## src/rtl/riscv_pkg.sv

```systemverilog
// Shared encodings for the RV32M sequential multiplier: operation select and FSM states.
`default_nettype none

package riscv_pkg;

   localparam logic [1:0] MUL_OP_MUL    = 2'b00;
   localparam logic [1:0] MUL_OP_MULH   = 2'b01;
   localparam logic [1:0] MUL_OP_MULHSU = 2'b10;
   localparam logic [1:0] MUL_OP_MULHU  = 2'b11;

   typedef enum logic [1:0] {
      ST_IDLE = 2'b00,
      ST_CALC = 2'b01,
      ST_SIGN = 2'b10,
      ST_DONE = 2'b11
   } mul_state_t;

endpackage

`default_nettype wire

```

## src/rtl/multiplicador_seq_somador.sv

```systemverilog
// SIZE-bit ripple adder with carry-in and carry-out used for partial-product accumulation.
`default_nettype none

module somador #(
   parameter int SIZE = 32
) (
   input  logic [SIZE-1:0] a,
   input  logic [SIZE-1:0] b,
   input  logic            cin,
   output logic [SIZE-1:0] sum,
   output logic            cout
);

   assign {cout, sum} = {1'b0, a} + {1'b0, b} + {{SIZE{1'b0}}, cin};

endmodule

`default_nettype wire

```

## src/rtl/multiplicador_seq.sv

```systemverilog
// Iterative shift-add multiplier for RV32M MUL/MULH/MULHSU/MULHU; one multiplier bit per cycle.
`default_nettype none

module multiplicador_seq
   import riscv_pkg::*;
#(
   parameter int SIZE = 32
) (
   input  logic            clk,
   input  logic            reset,
   input  logic            start,
   input  logic [1:0]      op,
   input  logic [SIZE-1:0] a,
   input  logic [SIZE-1:0] b,
   output logic            busy,
   output logic            done,
   output logic [SIZE-1:0] result
);

   localparam int CW = $clog2(SIZE) + 1;
   localparam logic [CW-1:0] LAST_ITER = CW'(SIZE - 1);

   mul_state_t state, state_next;

   logic [1:0]        op_q;
   logic [SIZE-1:0]   mcand;
   logic [SIZE-1:0]   acc_hi;
   logic [SIZE-1:0]   acc_lo;
   logic [CW-1:0]     count;
   logic              neg;

   logic              accept;
   logic              a_signed;
   logic              b_signed;
   logic [SIZE-1:0]   mag_a;
   logic [SIZE-1:0]   mag_b;
   logic              neg_in;
   logic [SIZE-1:0]   addend;
   logic [SIZE-1:0]   sum;
   logic              carry;
   logic [2*SIZE-1:0] product;
   logic [2*SIZE-1:0] product_signed;

   assign accept   = start && (state == ST_IDLE || state == ST_DONE);
   assign a_signed = (op == MUL_OP_MULH) || (op == MUL_OP_MULHSU);
   assign b_signed = (op == MUL_OP_MULH);
   assign mag_a    = (a_signed && a[SIZE-1]) ? -a : a;
   assign mag_b    = (b_signed && b[SIZE-1]) ? -b : b;
   assign neg_in   = (a_signed && a[SIZE-1]) ^ (b_signed && b[SIZE-1]);

   assign addend = acc_lo[0] ? mcand : '0;

   somador #(.SIZE(SIZE)) u_somador (
      .a    (acc_hi),
      .b    (addend),
      .cin  (1'b0),
      .sum  (sum),
      .cout (carry)
   );

   assign product        = {acc_hi, acc_lo};
   assign product_signed = neg ? -product : product;

   always_ff @(posedge clk or posedge reset) begin
      if (reset) state <= ST_IDLE;
      else       state <= state_next;
   end

   always_comb begin
      state_next = state;
      case (state)
         ST_IDLE: if (start) state_next = ST_CALC;
         ST_CALC: if (count == LAST_ITER) state_next = ST_SIGN;
         ST_SIGN: state_next = ST_DONE;
         ST_DONE: state_next = start ? ST_CALC : ST_IDLE;
         default: state_next = ST_IDLE;
      endcase
   end

   always_ff @(posedge clk or posedge reset) begin
      if (reset) begin
         op_q   <= MUL_OP_MUL;
         mcand  <= '0;
         acc_hi <= '0;
         acc_lo <= '0;
         count  <= '0;
         neg    <= 1'b0;
         result <= '0;
      end else begin
         if (accept) begin
            op_q   <= op;
            mcand  <= mag_a;
            acc_hi <= '0;
            acc_lo <= mag_b;
            count  <= '0;
            neg    <= neg_in;
         end else if (state == ST_CALC) begin
            // The adder carry becomes the new MSB as the whole accumulator shifts right.
            acc_hi <= {carry, sum[SIZE-1:1]};
            acc_lo <= {sum[0], acc_lo[SIZE-1:1]};
            count  <= count + CW'(1);
         end
         if (state == ST_SIGN) begin
            result <= (op_q == MUL_OP_MUL) ? product_signed[SIZE-1:0]
                                           : product_signed[2*SIZE-1:SIZE];
         end
      end
   end

   assign busy = (state == ST_CALC) || (state == ST_SIGN);
   assign done = (state == ST_DONE);

endmodule

`default_nettype wire

```

## config.mk

```make
export PLATFORM = sky130hd
export DESIGN_NAME = multiplicador_seq
export DESIGN_NICKNAME = d
export VERILOG_FILES = /design/src/rtl/riscv_pkg.sv /design/src/rtl/multiplicador_seq_somador.sv /design/src/rtl/multiplicador_seq.sv
export SDC_FILE = /design/constraint.sdc
export NUM_CORES = 1
export LEC_CHECK = 0
export CORE_ASPECT_RATIO = 2
export CORE_UTILIZATION = 45
export CTS_CLUSTER_DIAMETER = 120
export DETAILED_ROUTE_END_ITERATION = 8
export PLACE_DENSITY = 0.69
export SYNTH_ARGS = -nofsm -noshare
export SYNTH_HDL_FRONTEND = slang
export SYNTH_SLANG_ARGS = --single-unit
```

## constraint.sdc

```tcl
create_clock -name clk -period 5.53 [get_ports clk]
set_clock_uncertainty 0.05 [all_clocks]
set_input_delay 0.553 -clock clk [delete_from_list [all_inputs] [get_ports clk]]
set_output_delay 0.553 -clock clk [all_outputs]
set_load 0.01 [all_outputs]
```

==> impl_metrics.ini, run 1 <==
[run_status]
status = complete, no violations

[final_layout]
drive_gt1_share_pct = 5.10
num_antenna_cells = 0
fin_area_sq_um = 12400
nets = 1432
fillers = 2198
syn_to_final_growth_pct = 17.0

[synthesis]
ys_async_sr_fraction_pct = 100
synthTopCellsByCount = 154 x o21ai_0, 139 x dfrtp_1, 136 x nand2_1, 81 x nor2_1, 75 x xnor2_1
synth_edf_count = 0
synth_top_area_share_pct = 32.9
synth_top_area_cell = dfrtp_1
yosys.cell_types.count = 68
synth_ff_type = dfrtp_1
ys_seq_area_share_pct = 32.9
syn_area_per_cell_sq_um = 8.36
syn-cell-area_sq_um = 10600
synth.area.top_cells = dfrtp_1 33%, o21ai_0 7.3%, xnor2_1 6.2%
syn_inst = 1264
synth_seq_cells = 139
yosys_warnings = 0
synth.net_count = 1376
post-synth-top-count-cell = o21ai_0

[cts]
cts_setup_buffers = 0
clock_latency_ns = 0.44
path_clk_slew_ns = 0.06
numCtsBuffers = 17
htree_num_levels = 4
cts_tree = done
cts.path.max_buffers = 2
ctsHoldBuffers = 0
post_cts_resized = 0
root_buffer = clkbuf_16
cts.sinks = 139

[global_routing]
grt_pass1_wl_mm = 48.7
grt_max_degree = 94
grt_use_total_pct = 26.9
grt_pass1_vias = 9483
grt_overflow_total = 0
antenna_found_initial = 1

[power_and_ir_drop]
p_leak_nw = 5.16
irDropWorstVdd_mv = 0.351
power_w = 0.00714
p_per_area_nw_per_um2 = 578

[worst_setup_path]
crit_fanout = 25
cp-end-kind = register
critPathLaunchType = register
crit_type = register to register
arrival_ns = 4.32
worst_ep_required_time_ns = 5.85

[routing]
drtAntennaViolNets = 0
drt-initial-drc-count = 647
wl_mm = 30.5
vias = 9547
routed_via_density = 5.91
wl_per_cell_um = 18.9
drc_errors = 0
detail_route.first_pass.iterations = 5

[hold_path]
hold_class = register to register

[die]
core_sq_um = 23100
die-area_sq_um = 24100
fp.dieW_um = 110
boundaryPins = 103
die_h_um = 219
start_util_pct = 45.7
std_cell_rows = 79

[timing]
finalCritPeriodShare_pct = 72.3
rsz0062_at_grt = false
finalCriticalPeriod_ns = 4.00
holdWs_ns = 0.420
worst_slew_pin_slew_ns = 1.17
finalSetupTns_ns = 0
setup_violations = 0
hold_violations = 0
drv_slew = 0
maxSlewHeadroom_pct = 22.1
fmax_ghz = 0.250

[placement]
hpwl_mm = 23.2
postPlaceCellArea_sq_um = 11700
numPortBuffers = 102
gp_congestion = 0.910

[job]
max_cap_viol_count = 0
-- power breakdown --
part           switching [W]  internal, W
sequential          0.000632      0.00148
combinational        0.00217      0.00165
clock               0.000437     0.000775
total                0.00324      0.00390
-- per-layer routing --
| layer | up-vias | GRT usage (%) | wire [um] |
|---|---|---|---|
| met5 | - | 0 | 13 |
| met4 | 2 | 18.5 | 2070 |
| met3 | 100 | 4.98 | 1080 |
| met2 | 268 | 49.1 | 16500 |
| met1 | 4535 | 26.4 | 10800 |
| li1 | 4642 | - | - |
-- area by class of cell --
class | count | area [sq um] | share of cell area [%]
inverter | 39 | 151 | 1.22
sequential | 139 | 3480 | 28.2
clock inverter | 8 | 140 | 1.13
clock buffer | 24 | 472 | 3.82
timing repair buffer | 110 | 1080 | 8.75
tap | 283 | 354 | 2.86
multi-input combinational | 1013 | 6680 | 54.1
-- path summary, 6_finish.rpt --
| kind | start | to | slack (ns) | depth (start not counted) |
|---|---|---|---|---|
| worst max-delay path | acc_lo[0] | acc_hi[25] | 1.53 | 10 |
| worst min-delay path | mcand[23] | mcand[23] | 0.42 | 2 |
| worst max register to register | acc_lo[0] | acc_hi[25] | 1.53 | 10 |
| worst min register to register | mcand[23] | mcand[23] | 0.42 | 2 |
| max in group asynchronous | reset | acc_lo[10] | 3.64 | 3 |
| min in group asynchronous | reset | result[9] | 0.61 | 2 |
-- worst max-delay path, stage by stage (launching register included) --
cell      delay (ns)
dfrtp_1         0.60
and2_1          0.25
ha_1            0.20
fa_1            0.40
a21o_1          0.22
a221oi_1        0.54
o21ai_0         0.29
o221ai_1        0.52
o21ai_0         0.30
or3_1           0.41
a31oi_1         0.13
-- placed cells by master (no fill, tap or decap), types with 11 or more instances in the layout --
cell,n
nor4_1,16
or3_1,20
nand3_1,19
nand4_1,11
o21ai_0,154
xnor2_1,75
a21oi_1,59
o31ai_1,20
o22ai_1,14
a31oi_1,15
inv_1,38
nor3_1,22
o41ai_1,14
and2_1,36
nand2b_1,18
mux2i_1,50
a21o_1,22
nor2_1,80
clkbuf_16,17
nand2_1,136
xor2_1,70
ha_1,40
dfrtp_1,138
clkdlybuf4s50_1,102
-- stage by stage --
stage | util, % | instances | setup slack (ns)
floorplan | - | 1264 | 1.20
global placement | 50.8 | 1584 | 1.76
detailed placement | 50.8 | 1584 | 1.62
CTS | 53.4 | 1616 | 1.60
global route | 53.4 | 1616 | 1.26
finish | 53.4 | 1616 | 1.53
-- state kept, by name (all words and copies together), names as in the netlist --
| name | count |
|---|---|
| acc_lo | 32 |
| mcand | 32 |
| state | 2 |
| result | 32 |
| acc_hi | 32 |
| op_q | 2 |
| count | 6 |
| neg | 1 |
-- kinds of logic (layout without fill, tap and decap cells) --
logic type | count (synthesis) | in the layout | share of synthesized area (%)
and+or+nand+nor | 410 | 410 | 19.4
adders and majority gates | 43 | 43 | 5.16
AOI/OAI and AO/OA | 360 | 360 | 21.1
buffers and inverters | 112 | 181 | 4.07
xor gates and xnor gates | 145 | 145 | 12.0
DFF | 139 | 139 | 32.9
muxes | 55 | 55 | 5.34
Note: power is estimated with default switching activity, not from simulation.
==> inputs of run 2 (changes only) <==
==> constraint.sdc (replaced) <==
create_clock -name clk -period 4.2 [get_ports clk]
set_clock_uncertainty 0.05 [all_clocks]
set_input_delay 0.42 -clock clk [delete_from_list [all_inputs] [get_ports clk]]
set_output_delay 0.42 -clock clk [all_outputs]
set_load 0.01 [all_outputs]
==> run 2 against run 1 <==
Effect of this change: maximum frequency up 10%; first-iteration DRC count down 15%; critical path depth unchanged; routed wire length down 1.3%; critical path type unchanged; total power up 31%; critical endpoint unchanged; clock power up 22%; sequential power up 29%; utilization up 0.23 points; highest routed layer is now met4; largest cell class unchanged; setup slack worse by 0.97 ns.
==> impl_metrics.ini, run 2 (synthesized netlist as in run 1, its figures left out) <==
[final_layout]
fin_area_sq_um = 12400
syn_to_final_growth_pct = 17.5
drive_gt1_share_pct = 5.74
num_antenna_cells = 0
nets = 1441
mostFrequentLayoutCells = 154 x o21ai_0, 138 x dfrtp_1, 136 x nand2_1, 102 x clkdlybuf4s50_1, 80 x nor2_1
mostFrequentLayoutCell = o21ai_0

[hold_path]
hold_class = register to register

[placement]
numPortBuffers = 102
gp_congestion = 0.888
hpwl_mm = 23.3
postPlaceCellArea_sq_um = 11800

[worst_setup_path]
slowest_delay_ns = 0.51
cp-end-kind = register
path_cells = and2_1 > ha_1 > fa_1 > a21o_1 > a221oi_1 > o21ai_0 > o221ai_1 > o21ai_0 > or3_1 > a31oi_1
worst_ep_required_time_ns = 4.50
cp_common_cell = o21ai_0
slowest_stage = a221oi_1
arrival_ns = 3.93
critPathLaunchType = register
crit_fanout = 9
crit_type = register to register

[cts]
cts_setup_buffers = 0
cts.sinks = 139
numCtsBuffers = 17
post_cts_resized = 0
cts.path.max_buffers = 2
clock_latency_ns = 0.43
path_clk_slew_ns = 0.06
root_buffer = clkbuf_16
ctsHoldBuffers = 0
htree_num_levels = 4
cts_tree = done

[global_routing]
grt_max_degree = 96
antenna_found_initial = 0
grt_pass1_vias = 9361
grt_use_total_pct = 26.1
grt_pass1_wl_mm = 47.8
grt_overflow_total = 0

[job]
max_cap_viol_count = 0

[power_and_ir_drop]
p_per_area_nw_per_um2 = 751
p_leak_nw = 5.18
irDropWorstVdd_mv = 0.405

[timing]
hold_violations = 0
finalCriticalPeriod_ns = 3.63
maxSlewHeadroom_pct = 24.4
finalCritPeriodShare_pct = 86.5
fmax_ghz = 0.275
worst_slew_pin_slew_ns = 1.13
setup_violations = 0
rsz0062_at_grt = false
finalSetupTns_ns = 0
drv_slew = 0

[die]
core_sq_um = 23100
die-area_sq_um = 24100
start_util_pct = 45.7
die_h_um = 219
boundaryPins = 103
fp.dieW_um = 110
std_cell_rows = 79

[routing]
vias = 9525
routed_via_density = 5.87
drc_errors = 0
detail_route.first_pass.iterations = 6
wl_per_cell_um = 18.5
drtAntennaViolNets = 0
wl_mm = 30.1
drt-initial-drc-count = 550

[run_status]
status = complete, no violations
==> run 2: worst max-delay path: cells and delay by family, from the launching register on <==
family	cells	cell delay, ns
compound gates	6	1.88
fa+ha+maj	2	0.61
simple gates	2	0.58
flops	1	0.43
==> run 2: worst paths after layout <==
kind / from / to / slack [ns] / cells after the start
setup / recovery: acc_lo[0] / acc_hi[25] / 0.57 / 10
hold / removal: mcand[22] / mcand[22] / 0.42 / 2
setup reg to reg: acc_lo[0] / acc_hi[25] / 0.57 / 10
hold reg to reg: mcand[22] / mcand[22] / 0.42 / 2
max in group asynchronous: reset / mcand[31] / 2.87 / 3
min in group asynchronous: reset / result[3] / 0.50 / 2
==> run 2: final cells by class <==
class,count,area (sq um)
Multi-Input combinational cell,1013,6680
Timing Repair Buffer,119,1170
Clock inverter,7,90.1
Fill cell,2210,10700
Sequential cell,139,3480
Inverter,39,151
Clock buffer,24,482
Tap cell,283,354
==> run 2: report_power, final <==
part           internal, W  switching, W
registers          0.00195      0.000781
logic              0.00221       0.00288
clock network     0.000914      0.000570
total              0.00508       0.00424
==> run 2: routing by layer <==
layer	vias up	share of wire [%]	GRT usage [%]
met1	4492	36	25.9
met2	273	53	47.2
li1	4640	-	-
met3	120	2.9	4.09
met5	-	0	0
met4	0	8.0	19.6
==> run 2: through the flow <==
stage | setup WS [ns] | total power [W] | hold WS [ns] | utilization (%) | cells
final | 0.565 | 0.00932 | 0.419 | 53.7 | 1624
after global routing | 0.312 | 0.0100 | 0.442 | 53.7 | 1624
after CTS | 0.531 | 0.00932 | 0.425 | 53.7 | 1624
after detailed placement | 0.553 | 0.00781 | 0.412 | 51.2 | 1593
after global placement | 0.626 | 0.00770 | 0.404 | 51.2 | 1593
after floorplan | 0.00548 | 0.00611 | 0.392 | - | 1264
==> inputs of run 3 (changes only) <==
--- a/config.mk
+++ b/config.mk
@@ -5,11 +5,14 @@
 export SDC_FILE = /design/constraint.sdc
 export NUM_CORES = 1
 export LEC_CHECK = 0
+export CELL_PAD_IN_SITES_DETAIL_PLACEMENT = 1
+export CELL_PAD_IN_SITES_GLOBAL_PLACEMENT = 2
 export CORE_ASPECT_RATIO = 2
-export CORE_UTILIZATION = 45
+export CORE_UTILIZATION = 36
+export CTS_BUF_LIST = sky130_fd_sc_hd__clkbuf_16
 export CTS_CLUSTER_DIAMETER = 120
 export DETAILED_ROUTE_END_ITERATION = 8
-export PLACE_DENSITY = 0.69
+export PLACE_DENSITY = 0.86
 export SYNTH_ARGS = -nofsm -noshare
 export SYNTH_HDL_FRONTEND = slang
 export SYNTH_SLANG_ARGS = --single-unit
==> run 3 against run 2 <==
Effect of this change: via count grew 1.4%; setup slack better by 0.019 ns; clock power rose by 7%; combinational power increased by 3%; hold slack lost 0.098 ns; count of clock-buffer cells in the layout down 7; sequential share of layout area down 0.37 points; final area rose by 1.3%; highest routed layer unchanged; sequential cell count stayed put; utilization shrank 10 points; critical path depth is 1 higher.
==> impl_metrics.ini, run 3 (synthesized netlist as in run 1, its figures left out) <==
[die]
core_sq_um = 28800
fp.dieW_um = 123
die_h_um = 244
std_cell_rows = 88
die-area_sq_um = 30100
start_util_pct = 36.6
boundaryPins = 103

[worst_setup_path]
crit_type = register to register
r2r_cells = 11
critPathLaunchType = register
worst_ep_required_time_ns = 4.52
arrival_ns = 3.93
cp-end-kind = register
crit_fanout = 7

[cts]
numCtsBuffers = 17
htree_num_levels = 4
cts_tree = done
ctsHoldBuffers = 0
cts.path.max_buffers = 2
cts_setup_buffers = 0
path_clk_slew_ns = 0.06
clock_latency_ns = 0.45
root_buffer = clkbuf_16
post_cts_resized = 0
cts.sinks = 139

[timing]
setup_slack_ns = 0.585
finalSetupTns_ns = 0
hold_violations = 0
drv_slew = 0
maxSlewHeadroom_pct = 42.3
worst_slew_pin_slew_ns = 0.863
finalCritPeriodShare_pct = 86.1
rsz0062_at_grt = false
fmax_ghz = 0.277
finalCriticalPeriod_ns = 3.62
setup_violations = 0

[final_layout]
fin_area_sq_um = 12600
syn_to_final_growth_pct = 19.0
fillers = 3441
num_antenna_cells = 0
mostFrequentLayoutCell = o21ai_0
nets = 1447
drive_gt1_share_pct = 6.31
mostFrequentLayoutCells = 154 x o21ai_0, 138 x dfrtp_1, 136 x nand2_1, 102 x clkdlybuf4s50_1, 80 x nor2_1

[routing]
wl_mm = 34.2
routed_via_density = 5.65
vias = 9655
wl_per_cell_um = 20.0
drtAntennaViolNets = 0
detail_route.first_pass.iterations = 4
drc_errors = 0
drt-initial-drc-count = 394

[placement]
gp_congestion = 0.860
numPortBuffers = 102
hpwl_mm = 27.4
dpl_worst_slack_ns = 0.500
postPlaceCellArea_sq_um = 12000

[global_routing]
grt_use_total_pct = 24.1
grt_pass1_vias = 10300
met2_usage_pct = 45.9
use_met3_pct = 3.08
grt_pass1_wl_mm = 55.1
busiest_layer = met2
grt_max_degree = 52
grt_util_met1_pct = 23.7
antenna_found_initial = 0
grt_overflow_total = 0

[power_and_ir_drop]
p_leak_nw = 5.24
p_per_area_nw_per_um2 = 762
irDropWorstVdd_mv = 0.378

[hold_path]
hold_class = primary input to asynchronous set/reset pin

[run_status]
status = complete, no violations

[job]
max_cap_viol_count = 0
run 3: per-layer routing:
| layer | part of all wire (%) | vias to the layer above | wire, um |
|---|---|---|---|
| met3 | 1.7 | 81 | 592 |
| met5 | 0 | - | 0 |
| met1 | 36 | 4775 | 12300 |
| met4 | 5.9 | 0 | 2000 |
| li1 | - | 4657 | - |
| met2 | 56 | 142 | 19300 |
run 3: critical path: stages (launching register included):
cell,delay [ns]
dfrtp_1,0.43
and2_1,0.18
ha_1,0.22
fa_1,0.41
a21o_1,0.22
a221oi_1,0.33
buf_4,0.20
o21ai_0,0.17
o221ai_1,0.48
o21ai_0,0.29
or3_1,0.41
a31oi_1,0.14
run 3: cell type report:
class | instances | area, sq um | area share (%)
Sequential cell | 139 | 3480 | 27.7
Multi-Input combinational cell | 1013 | 6680 | 53.1
Timing Repair Buffer | 125 | 1210 | 9.59
Inverter | 39 | 151 | 1.20
Clock inverter | 15 | 181 | 1.44
Tap cell | 360 | 450 | 3.58
Clock buffer | 17 | 425 | 3.38
run 3: power breakdown:
part / internal (W) / switching (W)
registers: 0.00195 / 0.000789
logic: 0.00222 / 0.00303
clock network: 0.000980 / 0.000600
run 3: path summary, 6_finish.rpt:
path,start,end,slack (ns)
worst max-delay path,acc_lo[0],acc_hi[25],0.58
worst min-delay path,reset,state[0],0.32
worst max register to register,acc_lo[0],acc_hi[25],0.58
worst min register to register,mcand[20],mcand[20],0.42
max in group asynchronous,reset,acc_hi[30],2.86
min in group clk,mcand[20],mcand[20],0.42
run 3: through the flow:
step | total power (W) | hold WS [ns] | utilization [%] | instances
detailed placement | 0.00804 | 0.412 | 41.5 | 1676
CTS | 0.00965 | 0.336 | 43.6 | 1708
global route | 0.0103 | 0.352 | 43.6 | 1708
floorplan | 0.00611 | 0.392 | - | 1264
finish | 0.00958 | 0.321 | 43.6 | 1708
global placement | 0.00784 | 0.404 | 41.5 | 1676
